### src/rtl/alarm_pkg.sv
// rtl/alarm_pkg.sv - shared types, widths and helpers for the alarm controller
//
// Purpose: state encoding, hour/minute field widths and limits, and a
//          counter-width helper used by alarm_controller and alarm_time_reg.
// Ports:   none (package).

package alarm_pkg;

  typedef enum logic [1:0] {
    IDLE    = 2'd0,
    ARMED   = 2'd1,
    RINGING = 2'd2,
    SNOOZE  = 2'd3
  } alarm_state_t;

  localparam int HR_W  = 5;
  localparam int MIN_W = 6;

  localparam logic [HR_W-1:0]  HR_MAX  = 5'd23;
  localparam logic [MIN_W-1:0] MIN_MAX = 6'd59;

  // Bits needed to count 0..n-1, never less than one bit.
  function automatic int cnt_width(input int n);
    return (n <= 2) ? 1 : $clog2(n);
  endfunction

endpackage

### src/rtl/alarm_time_reg.sv
// rtl/alarm_time_reg.sv - stored alarm time with gated, wrapping increments
//
// Purpose: holds the user-set alarm hour and minute. Increments are applied
//          only while edit_en is high; hour wraps 23->0, minute wraps 59->0
//          without carrying into the hour. Both increments may land together.
// Ports:
//   CLK      in  1      system clock
//   RST      in  1      asynchronous active-high reset, loads HR_DEF/MIN_DEF
//   edit_en  in  1      increments accepted when high
//   inc_hr   in  1      one-cycle pulse, increment hour
//   inc_min  in  1      one-cycle pulse, increment minute
//   alm_hr   out HR_W   stored alarm hour
//   alm_min  out MIN_W  stored alarm minute

module alarm_time_reg
  import alarm_pkg::*;
#(
  parameter int HR_DEF  = 7,
  parameter int MIN_DEF = 0
) (
  input  logic             CLK,
  input  logic             RST,
  input  logic             edit_en,
  input  logic             inc_hr,
  input  logic             inc_min,
  output logic [HR_W-1:0]  alm_hr,
  output logic [MIN_W-1:0] alm_min
);

  always_ff @(posedge CLK or posedge RST) begin
    if (RST) begin
      alm_hr  <= HR_W'(HR_DEF);
      alm_min <= MIN_W'(MIN_DEF);
    end else if (edit_en) begin
      if (inc_hr)
        alm_hr <= (alm_hr == HR_MAX) ? '0 : alm_hr + HR_W'(1);
      if (inc_min)
        alm_min <= (alm_min == MIN_MAX) ? '0 : alm_min + MIN_W'(1);
    end
  end

endmodule

### src/rtl/alarm_controller.sv
// rtl/alarm_controller.sv - alarm arm/ring/snooze/dismiss sequencer
//
// Purpose: compares the running time against the stored alarm time, rings on
//          the rising edge of a match, and times ring and snooze intervals on
//          the 1 Hz tick. Feeds alarmFlag to the LED blinker and the stored
//          alarm time to the display mux.
// Ports:
//   CLK          in  1  system clock
//   RST          in  1  asynchronous active-high reset
//   tick_1hz     in  1  one-CLK pulse per second
//   cur_hr       in  5  current hour 0-23
//   cur_min      in  6  current minute 0-59
//   arm_sw       in  1  level, 1 = alarm enabled
//   inc_hr       in  1  pulse, increment alarm hour (IDLE/ARMED only)
//   inc_min      in  1  pulse, increment alarm minute (IDLE/ARMED only)
//   snooze_btn   in  1  pulse
//   dismiss_btn  in  1  pulse
//   alarmFlag    out 1  high while ringing
//   alm_hr       out 5  stored alarm hour
//   alm_min      out 6  stored alarm minute
//   armed        out 1  high in ARMED, RINGING or SNOOZE
//   snoozing     out 1  high in SNOOZE

module alarm_controller
  import alarm_pkg::*;
#(
  parameter int RING_SECONDS   = 60,
  parameter int SNOOZE_SECONDS = 300,
  parameter int MAX_SNOOZE     = 3,
  parameter int ALARM_HR_DEF   = 7,
  parameter int ALARM_MIN_DEF  = 0
) (
  input  logic             CLK,
  input  logic             RST,
  input  logic             tick_1hz,
  input  logic [HR_W-1:0]  cur_hr,
  input  logic [MIN_W-1:0] cur_min,
  input  logic             arm_sw,
  input  logic             inc_hr,
  input  logic             inc_min,
  input  logic             snooze_btn,
  input  logic             dismiss_btn,
  output logic             alarmFlag,
  output logic [HR_W-1:0]  alm_hr,
  output logic [MIN_W-1:0] alm_min,
  output logic             armed,
  output logic             snoozing
);

  localparam int RING_W = cnt_width(RING_SECONDS);
  localparam int SNZ_W  = cnt_width(SNOOZE_SECONDS);
  localparam int NUM_W  = cnt_width(MAX_SNOOZE + 1);

  localparam logic [RING_W-1:0] RING_LAST = RING_W'(RING_SECONDS - 1);
  localparam logic [SNZ_W-1:0]  SNZ_LAST  = SNZ_W'(SNOOZE_SECONDS - 1);
  localparam logic [NUM_W-1:0]  SNZ_LIMIT = NUM_W'(MAX_SNOOZE);

  alarm_state_t      state;
  logic [RING_W-1:0] ring_cnt;
  logic [SNZ_W-1:0]  snooze_cnt;
  logic [NUM_W-1:0]  snooze_num;
  logic              match;
  logic              match_q;
  logic              trigger;
  logic              snooze_ok;
  logic              edit_en;

  assign match   = (cur_hr == alm_hr) && (cur_min == alm_min);
  // Only the first cycle of a match rings, so a dismissed or timed-out alarm
  // stays quiet for the rest of the matching minute.
  assign trigger = match && !match_q;

  // With MAX_SNOOZE=0 the limit is zero and snooze can never be taken.
  assign snooze_ok = (snooze_num < SNZ_LIMIT);

  assign edit_en = (state == IDLE) || (state == ARMED);

  alarm_time_reg #(
    .HR_DEF  (ALARM_HR_DEF),
    .MIN_DEF (ALARM_MIN_DEF)
  ) u_time_reg (
    .CLK     (CLK),
    .RST     (RST),
    .edit_en (edit_en),
    .inc_hr  (inc_hr),
    .inc_min (inc_min),
    .alm_hr  (alm_hr),
    .alm_min (alm_min)
  );

  always_ff @(posedge CLK or posedge RST) begin
    if (RST) begin
      state      <= IDLE;
      ring_cnt   <= '0;
      snooze_cnt <= '0;
      snooze_num <= '0;
      match_q    <= 1'b0;
    end else begin
      match_q <= match;
      if (!arm_sw) begin
        // Disarming overrides every button and timeout.
        state      <= IDLE;
        snooze_num <= '0;
      end else begin
        case (state)
          IDLE: begin
            state      <= ARMED;
            snooze_num <= '0;
          end
          ARMED: begin
            if (trigger) begin
              state      <= RINGING;
              ring_cnt   <= '0;
              snooze_num <= '0;
            end
          end
          RINGING: begin
            if (dismiss_btn) begin
              state      <= ARMED;
              snooze_num <= '0;
            end else if (snooze_btn && snooze_ok) begin
              state      <= SNOOZE;
              snooze_num <= snooze_num + NUM_W'(1);
              snooze_cnt <= '0;
            end else if (tick_1hz) begin
              if (ring_cnt == RING_LAST) begin
                state      <= ARMED;
                snooze_num <= '0;
              end else begin
                ring_cnt <= ring_cnt + RING_W'(1);
              end
            end
          end
          SNOOZE: begin
            if (dismiss_btn) begin
              state      <= ARMED;
              snooze_num <= '0;
            end else if (tick_1hz) begin
              if (snooze_cnt == SNZ_LAST) begin
                state    <= RINGING;
                ring_cnt <= '0;
              end else begin
                snooze_cnt <= snooze_cnt + SNZ_W'(1);
              end
            end
          end
          default: state <= IDLE;
        endcase
      end
    end
  end

  // Moore outputs decoded straight from the state register, so an async
  // reset drops alarmFlag without waiting for a clock edge.
  assign alarmFlag = (state == RINGING);
  assign snoozing  = (state == SNOOZE);
  assign armed     = (state != IDLE);

endmodule

### config.mk
export PLATFORM = sky130hd
export DESIGN_NAME = alarm_controller
export DESIGN_NICKNAME = d
export VERILOG_FILES = /design/src/rtl/alarm_pkg.sv /design/src/rtl/alarm_time_reg.sv /design/src/rtl/alarm_controller.sv
export SDC_FILE = /design/constraint.sdc
export NUM_CORES = 1
export LEC_CHECK = 0
export CAP_MARGIN = 10
export CORE_MARGIN = 3
export CORE_UTILIZATION = 48
export CTS_CLUSTER_SIZE = 40
export DETAILED_ROUTE_END_ITERATION = 8
export PLACE_DENSITY_LB_ADDON = 0.2
export SETUP_SLACK_MARGIN = 0.4
export SYNTH_ARGS = -nofsm -noshare
export SYNTH_HDL_FRONTEND = slang
export SYNTH_SLANG_ARGS = --single-unit
### constraint.sdc
create_clock -name CLK -period 1.7 [get_ports CLK]
set_input_delay 0.34 -clock CLK [delete_from_list [all_inputs] [get_ports CLK]]
set_output_delay 0.34 -clock CLK [all_outputs]
set_load 0.1 [all_outputs]
Word-level counts from Yosys, hierarchy flattened
Cells that the tools add are included.

Memories kept: 0. Bits in latches: 0. RAM bits: 0. Bits in read-only memories: 0. Logic and storage cells: 88. Register bits: 31. Bits of input ports: 19.

Divide/modulo/power cells: 0. Reductions and logical operators: 15. Equal/unequal tests: 25. Multipliers: 0. Add/sub/neg operators: 5. Shift-type cells: 0. $lt $le $gt $ge: 1. Multiplexer cells: 35. Bitwise logic cells: 0.

Operators with widths (count): $mux 6 (9); $mux 9 (5); $mux 2 (16); $pmux 6 s3 (1); $pmux 9 s2 (1); $ne 2x2->1 const B (8); $pmux 2 s4 (2); $add 6x1->6 const B (2); $eq 6x6->1 const B (2); $reduce_and 10->1 (1); $add 9x1->9 const B (1); $eq 9x9->1 const B (1); $reduce_and 7->1 (1); $eq 6x6->1 (1); $ne 3x3->1 const B (2); $add 5x1->5 const B (1); $eq 5x5->1 (1); $eq 5x5->1 const B (1); $mux 5 (1); $ne 5x3->1 const B (1); $ne 5x4->1 const B (1); $reduce_and 5->1 (1); $eq 2x2->1 const B (2); $ne 2x1->1 const B (2); 13 further kinds (17).

Depth between registers and ports, before layout
Word-level depth: 7. Gate-level depth with buffers: 6. Gate-level depth less buffers: 6.

Cells and area by module
A second synthesis with hierarchy kept.

Cells, all modules: 204. Area total of the unflattened synthesis: 1908.1 um^2.

By module, submodules not included: alarm_controller (times used 1, area each 1357.6 um^2, cells each 149); alarm_time_reg (times used 1, area each 550.5 um^2, cells each 55).

Least setup slack after synthesis
Ideal clock, no wire load.

Path kind: flip-flop to flip-flop. Start: reg u_time_reg.alm_min[2]. End: reg ring_cnt[5]. Data required time: 1552 ps. Setup time: 148 ps. Arrival: 2071 ps. Cell stages (with the launch flop): 7. Setup slack: -519 ps. Cell sequence: dfrtp_1 > clkbuf_1 > xor2_1 > nor4_1 > nand3_1 > o21ai_2 > a41oi_1.

Longest elaborated chain between the ends: 5.

RTL lines: start: declaration (line alarm_time_reg.sv:27) `output logic [MIN_W-1:0] alm_min`; start signal: assignment (line alarm_time_reg.sv:33) `alm_min <= MIN_W'(MIN_DEF);`; start signal: assignment (line alarm_time_reg.sv:38) `alm_min <= (alm_min == MIN_MAX) ? '0 : alm_min + MIN_W'(1);`; $eq 6x6->1 (line alarm_controller.sv:68) `assign match = (cur_hr == alm_hr) && (cur_min == alm_min);`; $logic_and 1x1->1 (line alarm_controller.sv:68); $logic_and 1x1->1 (line alarm_controller.sv:71) `assign trigger = match && !match_q;`; $ne 2x2->1 (no source line); $reduce_and 10->1 (no source line); end signal: assignment (line alarm_controller.sv:130) `ring_cnt <= ring_cnt + RING_W'(1);`; end: declaration (line alarm_controller.sv:59) `logic [RING_W-1:0] ring_cnt;`.

No other way between the ends. A chain may end at the register's enable or synchronous reset.

Worst setup path after layout
Start: reg u_time_reg.alm_hr[2]. End: reg state[0].

Longest elaborated chain between the ends: 5.

RTL lines: start: declaration (line alarm_time_reg.sv:26) `output logic [HR_W-1:0] alm_hr,`; start signal: assignment (line alarm_time_reg.sv:32) `alm_hr <= HR_W'(HR_DEF);`; start signal: assignment (line alarm_time_reg.sv:36) `alm_hr <= (alm_hr == HR_MAX) ? '0 : alm_hr + HR_W'(1);`; $eq 5x5->1 (line alarm_controller.sv:68); $logic_and 1x1->1 (line alarm_controller.sv:68); $logic_and 1x1->1 (line alarm_controller.sv:71); $ne 3x3->1 (no source line); $reduce_and 5->1 (no source line); end signal: assignment (line alarm_controller.sv:93) `state <= IDLE;`; end signal: assignment (line alarm_controller.sv:102) `state <= IDLE;`; end signal: assignment (line alarm_controller.sv:107) `state <= ARMED;`; end: declaration (line alarm_controller.sv:58) `alarm_state_t state;`.

No other way between the ends.

==> flow_metrics.tcl <==
set metrics [dict create \
    status "finished, violations left" \
    violations "setup timing" \
    yosysSeqAreaShare 0.4030 \
    ys_ff_latch 31 \
    path_class "reg -> reg" \
    synthSimpleGateAreaFrac 0.2393 \
    path_cells "xor2_1, nor4_1, nand3_1, buf_6, o21ai_4, a311oi_1" \
    grt_use_total 0.2596 \
    synth_mux_area_frac 0.005175 \
    routed_wl_microns 9104 \
    initial_utilization 0.5129 \
    synth_fa_ha_area_frac 0.03234 \
    fin_util 0.9545 \
    hold_viol 0 \
    peakVddDrop_mv 0.9147 \
    synth_compound_area_frac 0.2025 \
    io_buffers 32 \
    slowest_stage "dfstp_4" \
    synth_edf_count 0 \
    fillers 86 \
    ys_async_sr_fraction 1.000 \
    grt-ovfl-total 0 \
    cts.path.max_buffers 2 \
    synth_area_sq_um 1934 \
    antennaDiodeCount 0 \
    crit_path_end_kind "flop" \
    first_global_vias 2103 \
    synth_top_area_share 0.3622 \
    syn_to_final_growth_pct 86.09 \
    die-width_microns 69.48 \
    setup_slack_ns -0.2713 \
    rr_endpoint "state[0]$_DFFE_PP0P_" \
    h-tree-depth 2 \
    hpwlAfterDp_microns 3707 \
    clk_pin_slew_ns 0.08 \
    hold_buffers 0 \
    grt_max_degree 32 \
    synth_nets 233 \
    avgSynthCellArea_sq_um 9.255 \
    post_drt_via_cell_ratio 6.605 \
    ant_nets 0 \
    synth_top_flop_cell "dfrtp_1" \
    dr.pass1.iters 5 \
    relSlewSlack 0.7215 \
    place_ws_ns -0.3828 \
    yosysTopAreaCell "dfrtp_1" \
    critPathMaxStageDelay_ns 0.65 \
    vias 2424 \
    die-area_sq_um 4827 \
    fp-row-count 22 \
    setup_viol_count_final 19 \
    grt_pass1_wl_microns 10130 \
    yosys_warnings 0 \
    r2r_slack_ns -0.27 \
    drv_slew 0 \
    synth_xor_area_frac 0.08150 \
    drive_gt1_frac 0.5235 \
    clockRootBuffer "clkbuf_8" \
    clk_latency_ns 0.30 \
    leakagePower_nw 1.563 \
    postSynthCellCount 209 \
    synth_top_family_by_area "simple AND/OR/NAND/NOR gates" \
    cp_data_arrival_time_ns 2.12 \
    min_path_type "in -> async" \
    fp.dieH_microns 69.48 \
    fmax_mhz 507.3 \
    final_period_minus_worst_setup_slack_ns 1.971 \
    synth_area_leaders "dfrtp_1, xor2_1, o21ai_0, dfstp_2, nand2_1" \
    ys_types 53 \
    routedWlPerCell_microns 24.81 \
    rsz0062_at_grt "yes" \
    max_cap_violations 0 \
    drc_errors 0 \
    crit_path_start_kind "flop" \
    r2r_start "u_time_reg.alm_hr[2]$_DFFE_PP1P_" \
    p_per_area_nw_per_um2 1412 \
    first_iter_violations 259 \
    core_sq_um 3771 \
    fin_setup_tns_ns -3.270 \
    cts_tree "done" \
    fin_nets 342 \
    cts_made_buffers 5 \
    rr_worst_depth 6 \
    io_pins 33 \
    worstPathRequired_ns 1.85 \
    finalCritPeriodShare 1.160 \
    gp_congestion 0.8536 \
    antenna_found_initial 0 \
    clock_skew_ns 0.01153 \
    tightest_slew_ns 0.4177 \
    cp_max_fo 5 \
    cts.sinks 31 \
]
## cell families after synthesis
kind of cell    count (synthesis)
flops                          31
fa+ha+maj                       5
compound gates                 53
xor+xnor                       18
simple gates                   83
buf+inv                        18
mux                             1
## repair_timing
item | CTS | global route
buffers inserted | 18 | 15
endpoints found under the setup margin | 42 | 44
pin swaps | 16 | 32
gates resized for setup | 38 | 57
cloned | 1 | 0
## final cells by class
cell class / instances / area [sq um] / share of cell area
inverters: 12 / 56.30 / 0.01564
repair buffers: 107 / 1152 / 0.3201
multi-input cells: 161 / 1416 / 0.3935
flip-flops and latches: 31 / 807.0 / 0.2242
clock inverters: 3 / 38.79 / 0.01078
well taps: 48 / 60.06 / 0.01668
clock buffers: 5 / 68.82 / 0.01912
## how the worst max path moves through the flow
stage / start / end / slack [ns] / cells past startpoint
finish: u_time_reg.alm_hr[2]$_DFFE_PP1P_ / state[0]$_DFFE_PP0P_ / -0.27 / 6
global route: u_time_reg.alm_hr[2]$_DFFE_PP1P_ / state[0]$_DFFE_PP0P_ / -0.31 / 6
CTS: u_time_reg.alm_hr[2]$_DFFE_PP1P_ / state[0]$_DFFE_PP0P_ / -0.06 / 5
global placement: cur_min[4] / state[0]$_DFFE_PP0P_ / -0.31 / 6
detailed placement: cur_hr[3] / snooze_num[0]$_DFFE_PP0P_ / -0.38 / 6
floorplan: u_time_reg.alm_hr[2]$_DFFE_PP1P_ / ring_cnt[5]$_DFFE_PP0P_ / -0.16 / 6
## registers in the layout, indices dropped and copies added, names as in the netlist
signal / flops
snooze_num: 2
u_time_reg.alm_hr: 5
state: 2
match_q: 1
ring_cnt: 6
snooze_cnt: 9
u_time_reg.alm_min: 6
## cell usage after synthesis (all sizes together), types with 4 or more instances
master	instances
a211oi	6
a21o	5
a21oi	5
clkbuf	4
dfrtp	28
ha	5
inv	12
nand2	21
nand2b	6
nand3	6
nand4	8
nor2	15
nor2b	5
nor3	5
o21ai	18
xnor2	7
xor2	11
## metrics by stage
| step | power (mW) | hold WS, ns | std cells | cell area [sq um] |
|---|---|---|---|---|
| final | 5.081 | 0.5087 | 367 | 3600 |
| after global routing | 5.186 | 0.5543 | 367 | 3600 |
| after CTS | 4.473 | 0.4503 | 352 | 3234 |
| after detailed placement | 3.425 | 0.5594 | 325 | 2828 |
| after global placement | 3.372 | 0.5509 | 325 | 2828 |
| after floorplan | 2.519 | 0.4408 | 209 | 2047 |
## per-layer routing
layer	track usage	wire length, microns
met1	0.3112	3311
met2	0.4693	4567
met3	0.04493	714
met4	0.08026	510
met5	0	0
## cells in the final DEF, fill, tap and decap left out, types with 6 or more instances in the layout
cell             Yosys  layout
buf_4                0      45
buf_6                0      27
dfrtp_1             28      19
clkdlybuf4s50_1      0      18
nand2_1             21      15
buf_12               0      15
nor2_1              14      11
xor2_1              11      11
inv_1               11       9
nand4_1              8       8
o21ai_1              0       8
dfrtp_2              0       7
xnor2_1              7       6
## where the power goes
group          internal [mW]  switching, mW  total, mW  leakage (nW)
Sequential             0.955          0.179       1.13         0.396
Clock                  0.429          0.316      0.746        0.0556
Combinational           1.38           1.82       3.20          1.11
## worst max-delay path, delay by kind of cell (launching register included)
kind	cells	cell delay, ns
AOI/OAI and AO/OA	2	0.39
xor gates and xnor gates	1	0.10
buffers and inverters	1	0.17
DFF	1	0.65
and+or+nand+nor	2	0.51
(Power assumes the default switching activity.)
